==> config.mk <==
export PLATFORM = sky130hd
export DESIGN_NAME = instr_encoder
export DESIGN_NICKNAME = d
export VERILOG_FILES = /design/src/rtl/instr_encoder.sv
export SDC_FILE = /design/constraint.sdc
export NUM_CORES = 1
export LEC_CHECK = 0
export ABC_CLOCK_PERIOD_IN_PS = 8400
export BUFFER_PORTS_ARGS = -buffer_cell sky130_fd_sc_hd__buf_2
export CORE_AREA = 2 2 139 141
export CTS_CLUSTER_SIZE = 40
export DETAILED_ROUTE_END_ITERATION = 10
export DIE_AREA = 0 0 141 143
export GPL_TIMING_DRIVEN = 0
export HOLD_SLACK_MARGIN = 0.08
export PLACE_DENSITY_LB_ADDON = 0.25
export SLEW_MARGIN = 5
export SYNTH_ARGS = -nofsm -noshare
export SYNTH_HDL_FRONTEND = slang
export SYNTH_SLANG_ARGS = --single-unit
export TNS_END_PERCENT = 5
==> constraint.sdc <==
create_clock -name clock -period 8.4 [get_ports clock]
set_clock_uncertainty 0.1 [all_clocks]
set_input_delay 1.68 -clock clock [delete_from_list [all_inputs] [get_ports clock]]
set_output_delay 1.68 -clock clock [all_outputs]
set_load 0.1 [all_outputs]
==> src/rtl/instr_encoder.sv <==
// rtl/instr_encoder.sv - RV32I field-bundle to machine-word encoder with address-tagged output buffer
module instr_encoder #(
  parameter logic [31:0] BASE_ADDR = 32'h01000000,
  parameter int          DEPTH     = 2
) (
  input  logic        clock,
  input  logic        reset,
  input  logic        flush,
  input  logic        in_valid,
  output logic        in_ready,
  input  logic [6:0]  in_opcode,
  input  logic [4:0]  in_rd,
  input  logic [2:0]  in_funct3,
  input  logic [4:0]  in_rs1,
  input  logic [4:0]  in_rs2,
  input  logic [6:0]  in_funct7,
  input  logic [31:0] in_imm,
  input  logic [4:0]  in_shamt,
  output logic        out_valid,
  input  logic        out_ready,
  output logic [31:0] out_data,
  output logic [31:0] out_addr,
  output logic        out_error,
  output logic [15:0] words_out
);

  localparam int AW = (DEPTH > 1) ? $clog2(DEPTH) : 1;
  localparam logic [AW:0] FULL_CNT = DEPTH[AW:0];

  localparam logic [6:0] OP_LUI    = 7'b0110111;
  localparam logic [6:0] OP_AUIPC  = 7'b0010111;
  localparam logic [6:0] OP_JAL    = 7'b1101111;
  localparam logic [6:0] OP_JALR   = 7'b1100111;
  localparam logic [6:0] OP_LOAD   = 7'b0000011;
  localparam logic [6:0] OP_IMM    = 7'b0010011;
  localparam logic [6:0] OP_BRANCH = 7'b1100011;
  localparam logic [6:0] OP_STORE  = 7'b0100011;
  localparam logic [6:0] OP_REG    = 7'b0110011;
  localparam logic [6:0] OP_SYSTEM = 7'b1110011;

  logic [31:0] enc_word;
  logic        enc_err;
  logic        f7_ok;
  logic        imm12_ok;
  logic        imm13_ok;
  logic        imm21_ok;
  logic        is_shift;

  assign f7_ok    = (in_funct7 == 7'b0000000) || (in_funct7 == 7'b0100000);
  assign imm12_ok = (in_imm[31:12] == {20{in_imm[11]}});
  assign imm13_ok = (in_imm[31:13] == {19{in_imm[12]}});
  assign imm21_ok = (in_imm[31:21] == {11{in_imm[20]}});
  assign is_shift = (in_funct3 == 3'b001) || (in_funct3 == 3'b101);

  // Malformed fields still produce a word from the truncated bits; only the flag marks it.
  always_comb begin
    enc_word = 32'h00000013;
    enc_err  = 1'b0;
    case (in_opcode)
      OP_LUI, OP_AUIPC: begin
        enc_word = {in_imm[31:12], in_rd, in_opcode};
        enc_err  = (in_imm[11:0] != 12'h000);
      end
      OP_JAL: begin
        enc_word = {in_imm[20], in_imm[10:1], in_imm[11], in_imm[19:12], in_rd, in_opcode};
        enc_err  = !imm21_ok || in_imm[0];
      end
      OP_JALR, OP_LOAD: begin
        enc_word = {in_imm[11:0], in_rs1, in_funct3, in_rd, in_opcode};
        enc_err  = !imm12_ok;
      end
      OP_IMM: begin
        if (is_shift) begin
          enc_word = {in_funct7, in_shamt, in_rs1, in_funct3, in_rd, in_opcode};
          enc_err  = !f7_ok || ((in_funct7 == 7'b0100000) && (in_funct3 == 3'b001));
        end else begin
          enc_word = {in_imm[11:0], in_rs1, in_funct3, in_rd, in_opcode};
          enc_err  = !imm12_ok;
        end
      end
      OP_BRANCH: begin
        enc_word = {in_imm[12], in_imm[10:5], in_rs2, in_rs1, in_funct3,
                    in_imm[4:1], in_imm[11], in_opcode};
        enc_err  = !imm13_ok || in_imm[0];
      end
      OP_STORE: begin
        enc_word = {in_imm[11:5], in_rs2, in_rs1, in_funct3, in_imm[4:0], in_opcode};
        enc_err  = !imm12_ok;
      end
      OP_REG: begin
        enc_word = {in_funct7, in_rs2, in_rs1, in_funct3, in_rd, in_opcode};
        enc_err  = !f7_ok;
      end
      OP_SYSTEM: begin
        enc_word = 32'h00000073;
        enc_err  = 1'b0;
      end
      default: begin
        enc_word = 32'h00000013;
        enc_err  = 1'b1;
      end
    endcase
  end

  logic [31:0]   mem_data [DEPTH];
  logic [31:0]   mem_addr [DEPTH];
  logic          mem_err  [DEPTH];
  logic [AW-1:0] wr_ptr;
  logic [AW-1:0] rd_ptr;
  logic [AW:0]   count;
  logic [31:0]   addr_cnt;
  logic          full;
  logic          push;
  logic          pop;

  assign full      = (count == FULL_CNT);
  assign in_ready  = !full && !flush;
  assign push      = in_valid && in_ready;
  assign out_valid = (count != '0);
  assign pop       = out_valid && out_ready;

  // An empty buffer shows the address the next accepted word will receive.
  assign out_data  = out_valid ? mem_data[rd_ptr] : 32'h0;
  assign out_addr  = out_valid ? mem_addr[rd_ptr] : addr_cnt;
  assign out_error = out_valid ? mem_err[rd_ptr]  : 1'b0;

  always_ff @(posedge clock) begin
    if (push) begin
      mem_data[wr_ptr] <= enc_word;
      mem_addr[wr_ptr] <= addr_cnt;
      mem_err[wr_ptr]  <= enc_err;
    end
  end

  always_ff @(posedge clock or negedge reset) begin
    if (!reset) begin
      wr_ptr   <= '0;
      rd_ptr   <= '0;
      count    <= '0;
      addr_cnt <= BASE_ADDR;
    end else if (flush) begin
      wr_ptr   <= '0;
      rd_ptr   <= '0;
      count    <= '0;
      addr_cnt <= BASE_ADDR;
    end else begin
      if (push) begin
        wr_ptr   <= wr_ptr + 1'b1;
        addr_cnt <= addr_cnt + 32'd4;
      end
      if (pop) begin
        rd_ptr <= rd_ptr + 1'b1;
      end
      case ({push, pop})
        2'b10:   count <= count + 1'b1;
        2'b01:   count <= count - 1'b1;
        default: count <= count;
      endcase
    end
  end

  // The pop counter survives flush so the loader can audit total traffic.
  always_ff @(posedge clock or negedge reset) begin
    if (!reset) begin
      words_out <= 16'h0000;
    end else if (pop && (words_out != 16'hFFFF)) begin
      words_out <= words_out + 16'd1;
    end
  end

endmodule

Word level (Yosys, flattened, before mapping)
Memories as Yosys holds them, arrays and structs flattened. Index checks and enable logic that the tools add are counted.

Bits in writable memories: 130. Register bits: 52. Memories: 3. Output and inout port bits: 83. Bits of input ports: 74. Word-level logic and storage cells: 76.

Add/subtract/negate cells: 6. Equality and inequality tests: 20. Reduce and logical (&&, ||, !) cells: 25. Mux-type cells: 17.

Memory list: mem_addr (depth 2, bits a word 32, read ports 1, clocked after memory_dff 0, wr ports 1, line 106) `logic [31:0] mem_addr [DEPTH];`; mem_data (depth 2, bits a word 32, read ports 1, clocked after memory_dff 0, wr ports 1, line 105) `logic [31:0] mem_data [DEPTH];`; mem_err (depth 2, bits a word 1, read ports 1, clocked after memory_dff 0, wr ports 1, line 107) `logic mem_err [DEPTH];`.

Operator list (count): 32-bit one-hot mux with 8 select lines (1); 32-bit two-way mux (5); 32-bit by 3-bit adder with 32-bit output (second input constant) (1); 7-bit by 6-bit == test with 1-bit output (second input constant) (4); 7-bit == test (second input constant) (4); 20-bit == test (1); 19-bit == test (1); 16-bit by 1-bit adder with 16-bit output (second input constant) (1); 16-bit != test (second input constant) (1); 7-bit by 5-bit == test with 1-bit output (second input constant) (2); 12-bit nonzero test (1); 11-bit == test (1); 1-bit two-way mux (8); 7-bit by 2-bit == test with 1-bit output (second input constant) (1); 7-bit zero test (1); 1-bit one-hot mux with 7 select lines (1); 1-bit zero test (6); 2-bit nonzero test (3); 1-bit logical AND (5); 1-bit logical OR (5); 2-bit == test (second input constant) (2); 2-bit one-hot mux with 2 select lines (1); 2-bit OR reduction (2); 3-bit by 1-bit == test with 1-bit output (second input constant) (1); other kinds (8) (9).

Depth between registers and ports, before layout
Word-level depth: 7. Depth in mapped cells: 8. Depth with buffers taken out: 7.

Least setup slack after synthesis
OpenSTA, ideal clock, no wires.

Path type: input to register. From: in flush. To: mem mem_addr[1][10], enable pin. Arrival: 6.487 ns. Setup time: 0.575 ns. Path slack: 1.238 ns. Path buffers: 1. Cell stages on the path: 2. Required time: 7.725 ns. Path through: clkbuf_1 -> nor3b_1.

Longest elaborated chain between the ends: 5.

Ends and longest elaborated chain: start: declaration (line 8) `input logic flush,`; 1-bit zero test (line 117) `assign in_ready = !full && !flush;`; 1-bit logical AND (line 117); 1-bit logical AND (line 118) `assign push = in_valid && in_ready;`; 1-bit two-way mux (line 128) `if (push) begin`; 1-bit two-way mux (implied by the code) (line 130) `mem_addr[wr_ptr] <= addr_cnt;`; end: declaration (line 106).

No other way between the ends.

Worst setup path after layout
From: in flush. To: out in_ready.

Longest elaborated chain between the ends: 2.

Ends and longest elaborated chain: 1-bit zero test (line 117); 1-bit logical AND (line 117); end: declaration (line 10) `output logic in_ready,`.

No other way between the ends.

==> run summary <==
## Cells and area
• **area occupied by multi-input gates** 3060 µm²
• **# nets final** 959
• **layout cells sized above 1** 0.253
• **post-route standard cell area excluding fillers** 10100 µm²
• **filler cell count in the final layout** 1627
• **commonest non-fill, non-tap cell in the layout** sky130_fd_sc_hd__buf_2
• **total inserted antenna cells** 0
• **total area of sequential cells** 5040 µm²
• **Util after Layout** 0.543
• **relative area change from synthesis to final layout** 22.0%
• **most used cells in the layout excluding fill and tap cells** 160 x sky130_fd_sc_hd__buf_2, 126 x sky130_fd_sc_hd__edfxtp_1, 79 x sky130_fd_sc_hd__nor2_1

## Floorplanning
• **num ports** 157
• **starting density of the core** 0.445
• **Die Outline Area** 20200 µm²
• **Die X** 141 µm
• **core region area** 18600 µm²
• **Die Y** 143 µm
• **Site Rows** 50

## Timing
• **Least-Margin Pin Slew** 1.17 ns
• **setup-violating endpoint count in the final report** 0
• **unrepaired setup endpoints after global routing** no
• **worst slew slack as a fraction of its limit** 0.217
• **fraction of the cycle the final worst path needs** 0.587
• **final critical-path setup slack** 3.47 ns
• **Max Freq** 0.203 GHz
• **crit path time final** 4.93 ns
• **worst hold margin** 0.394 ns
• **final slew viol count** 0
• **number of hold violations in the final report** 0

## Placement
• **final weighted congestion of routability-driven global placement** 0.922
• **dpl hpwl** 14.1 mm
• **number of I/O port buffers** 153
• **post-detailed-placement cell area** 9480 µm²
• **Setup Slack @ Placement** 3.48 ns

## CTS
• **CTS tree** done
• **total CTS buffers** 17
• **Clock Root Buffer** sky130_fd_sc_hd__clkbuf_16
• **Worst-path clk slew** 0.07 ns
• **number of clock sinks seen by CTS** 176
• **Max clock buf depth** 2
• **count of instances resized after the clock tree is built** 0
• **Clock H-tree levels** 4
• **hold bufs inserted after CTS** 0
• **post-CTS setup-driven buffer insertion count** 0
• **clk_lat worst skew** 0.42 ns

## Yosys
• **sequential share of the synthesized area** 0.609
• **synthesized area per cell** 11.9 µm²
• **fraction of registers with async set/reset** 0.284
• **Syn Std Cell Area** 8270 µm²
• **ys flop type** sky130_fd_sc_hd__edfxtp_1
• **EDFF count, synth** 126
• **number of warning messages in the yosys log** 0
• **Synth Instances** 694
• **Synth Register Bits** 176
• **Netlist cell types** 62

## Detailed routing
• **number of vias per cell** 5.41
• **drc violations** 0
• **First DRT Iteration DRCs** 355
• **post-detailed-route count of antenna-violating nets** 0
• **vias** 6118
• **number of iterations in the first detailed-routing pass** 5
• **Avg WL per Cell** 17.2 µm
• **routed wire length** 19.4 mm

## Worst setup path
• **critical path's top delay family** buffers and inverters
• **reg2reg path depth** 6
• **Critical-path top delay cell** sky130_fd_sc_hd__clkbuf_1
• **maximum cell stage delay along the critical path** 0.48 ns
• **Worst R2R End** mem_data[0][22]
• **cells along the critical path** buf_2, clkbuf_1, clkbuf_1, nor2_1, buf_2
• **element type at the critical path end** output port
• **Setup crit end** in_ready
• **total stage count of the critical path** 5
• **reg2reg setup slack** 6.03 ns
• **Crit path buffers/inverters** 4
• **type of origin of the critical path** input port
• **WP data arrival** 3.15 ns
• **Critical Path Fanout Max** 10
• **Crit Reg-Reg Startpoint** count[1]
• **Crit path required time** 6.62 ns
• **critical path class** in -> out
• **CP Launch Point** flush

## Run
• **max-cap check violation count** 0

## Run status
• **status** complete, no violations

## Global route
• **largest net degree at the start of global routing** 51
• **all-layer global routing usage** 0.195
• **wire length of the first global-routing pass** 30.3 mm
• **vias in the first global route** 5830
• **total grt overflow** 0
• **number of antenna violations at the first check in global routing** 0

## Power
• **largest vdd supply drop** 0.141 mV
• **leakage power total** 3.99 nW
• **Power Density** 223 nW/µm²
• **PnR Total Power** 2.25 mW

## Min path
• **hold path startpoint** words_out[10]
• **path category of the worst min-delay check** reg -> reg

worst min path at each step:
stage                                 end  slack (ns)  cells past startpoint
after floorplan           mem_addr[0][31]        0.38                      0
after global routing         words_out[6]        0.42                      1
after CTS                   words_out[10]        0.40                      1
after global placement      words_out[10]        0.38                      1
final                       words_out[10]        0.39                      1
after detailed placement    words_out[10]        0.38                      1
layer usage:
| layer | wire (µm) | GRT usage |
|---|---|---|
| met1 | 7970 | 0.237 |
| met2 | 9540 | 0.330 |
| met3 | 1360 | 0.0476 |
| met4 | 545 | 0.0905 |
| met5 | 0 | 0 |
report_power, final:
part           internal [mW]  switching [mW]
clock                  0.449           0.336
sequential             0.967          0.0230
combinational         0.0923           0.381
total                   1.51           0.740
stage by stage:
step | TNS [ns] | cells
3_3_place_gp | -208.28 | 1085
3_5_place_dp | 0 | 1098
6_report | 0 | 1130
2_1_floorplan | 0 | 698
5_1_grt | 0 | 1130
4_1_cts | 0 | 1130
cell type report:
type | count | share of cell area
clock inverters | 11 | 0.0117
flip-flops and latches | 176 | 0.499
repair buffers | 166 | 0.0893
inverters | 14 | 0.00521
multi-input cells | 476 | 0.304
clock buffers | 21 | 0.0478
well taps | 234 | 0.0290
plain buffers | 32 | 0.0139
sequential cells by signal, indices dropped and copies added (netlist names):
name	cells
mem_data	64
mem_addr	60
addr_cnt	30
words_out	16
count	2
mem_err	2
rd_ptr	1
wr_ptr	1
Yosys cell counts, types with 2 or more instances:
cell | instances | area (µm²)
sky130_fd_sc_hd__a22o_1 | 13 | 114
sky130_fd_sc_hd__dfrtp_1 | 49 | 1230
sky130_fd_sc_hd__nor4_1 | 8 | 50.1
sky130_fd_sc_hd__a222oi_1 | 11 | 110
sky130_fd_sc_hd__nand3_1 | 22 | 110
sky130_fd_sc_hd__o21ai_0 | 38 | 190
sky130_fd_sc_hd__nor3_1 | 12 | 60.1
sky130_fd_sc_hd__conb_1 | 2 | 7.51
sky130_fd_sc_hd__ha_1 | 2 | 25.0
sky130_fd_sc_hd__clkbuf_1 | 15 | 56.3
sky130_fd_sc_hd__or3_1 | 3 | 18.8
sky130_fd_sc_hd__a31oi_1 | 2 | 12.5
sky130_fd_sc_hd__xor2_1 | 18 | 158
sky130_fd_sc_hd__o21ai_1 | 5 | 25.0
sky130_fd_sc_hd__xnor2_1 | 15 | 131
sky130_fd_sc_hd__nand2b_1 | 6 | 37.5
sky130_fd_sc_hd__a21oi_1 | 14 | 70.1
sky130_fd_sc_hd__and2_1 | 3 | 18.8
sky130_fd_sc_hd__mux2i_1 | 68 | 681
sky130_fd_sc_hd__nor4_4 | 3 | 63.8
sky130_fd_sc_hd__nand2_1 | 75 | 282
sky130_fd_sc_hd__buf_2 | 7 | 35.0
sky130_fd_sc_hd__inv_1 | 13 | 48.8
sky130_fd_sc_hd__edfxtp_1 | 126 | 3780
sky130_fd_sc_hd__buf_1 | 7 | 26.3
sky130_fd_sc_hd__mux2_2 | 2 | 22.5
sky130_fd_sc_hd__buf_4 | 3 | 22.5
sky130_fd_sc_hd__a211oi_1 | 3 | 22.5
sky130_fd_sc_hd__nor2_1 | 79 | 297
sky130_fd_sc_hd__nand4_2 | 2 | 25.0
sky130_fd_sc_hd__and3_1 | 5 | 31.3
sky130_fd_sc_hd__o31ai_1 | 2 | 15.0
sky130_fd_sc_hd__nor4_2 | 2 | 25.0
sky130_fd_sc_hd__o211ai_1 | 4 | 30.0
sky130_fd_sc_hd__nand4_1 | 18 | 113
sky130_fd_sc_hd__nor2b_1 | 6 | 37.5
sky130_fd_sc_hd__or2_1 | 3 | 18.8
sky130_fd_sc_hd__nand3b_1 | 4 | 30.0
cells by family after synthesis:
group	after synthesis	synth area share
buffers and inverters	46	0.0233
multiplexers	71	0.0864
XOR/XNOR	33	0.0350
adder cells (fa/ha/maj)	2	0.00303
AO/OA/AOI/OAI	102	0.0816
AND/OR/NAND/NOR	262	0.160
flip-flops	176	0.609
other	2	0.000909
No activity file was read; power rests on OpenSTA's default activity.
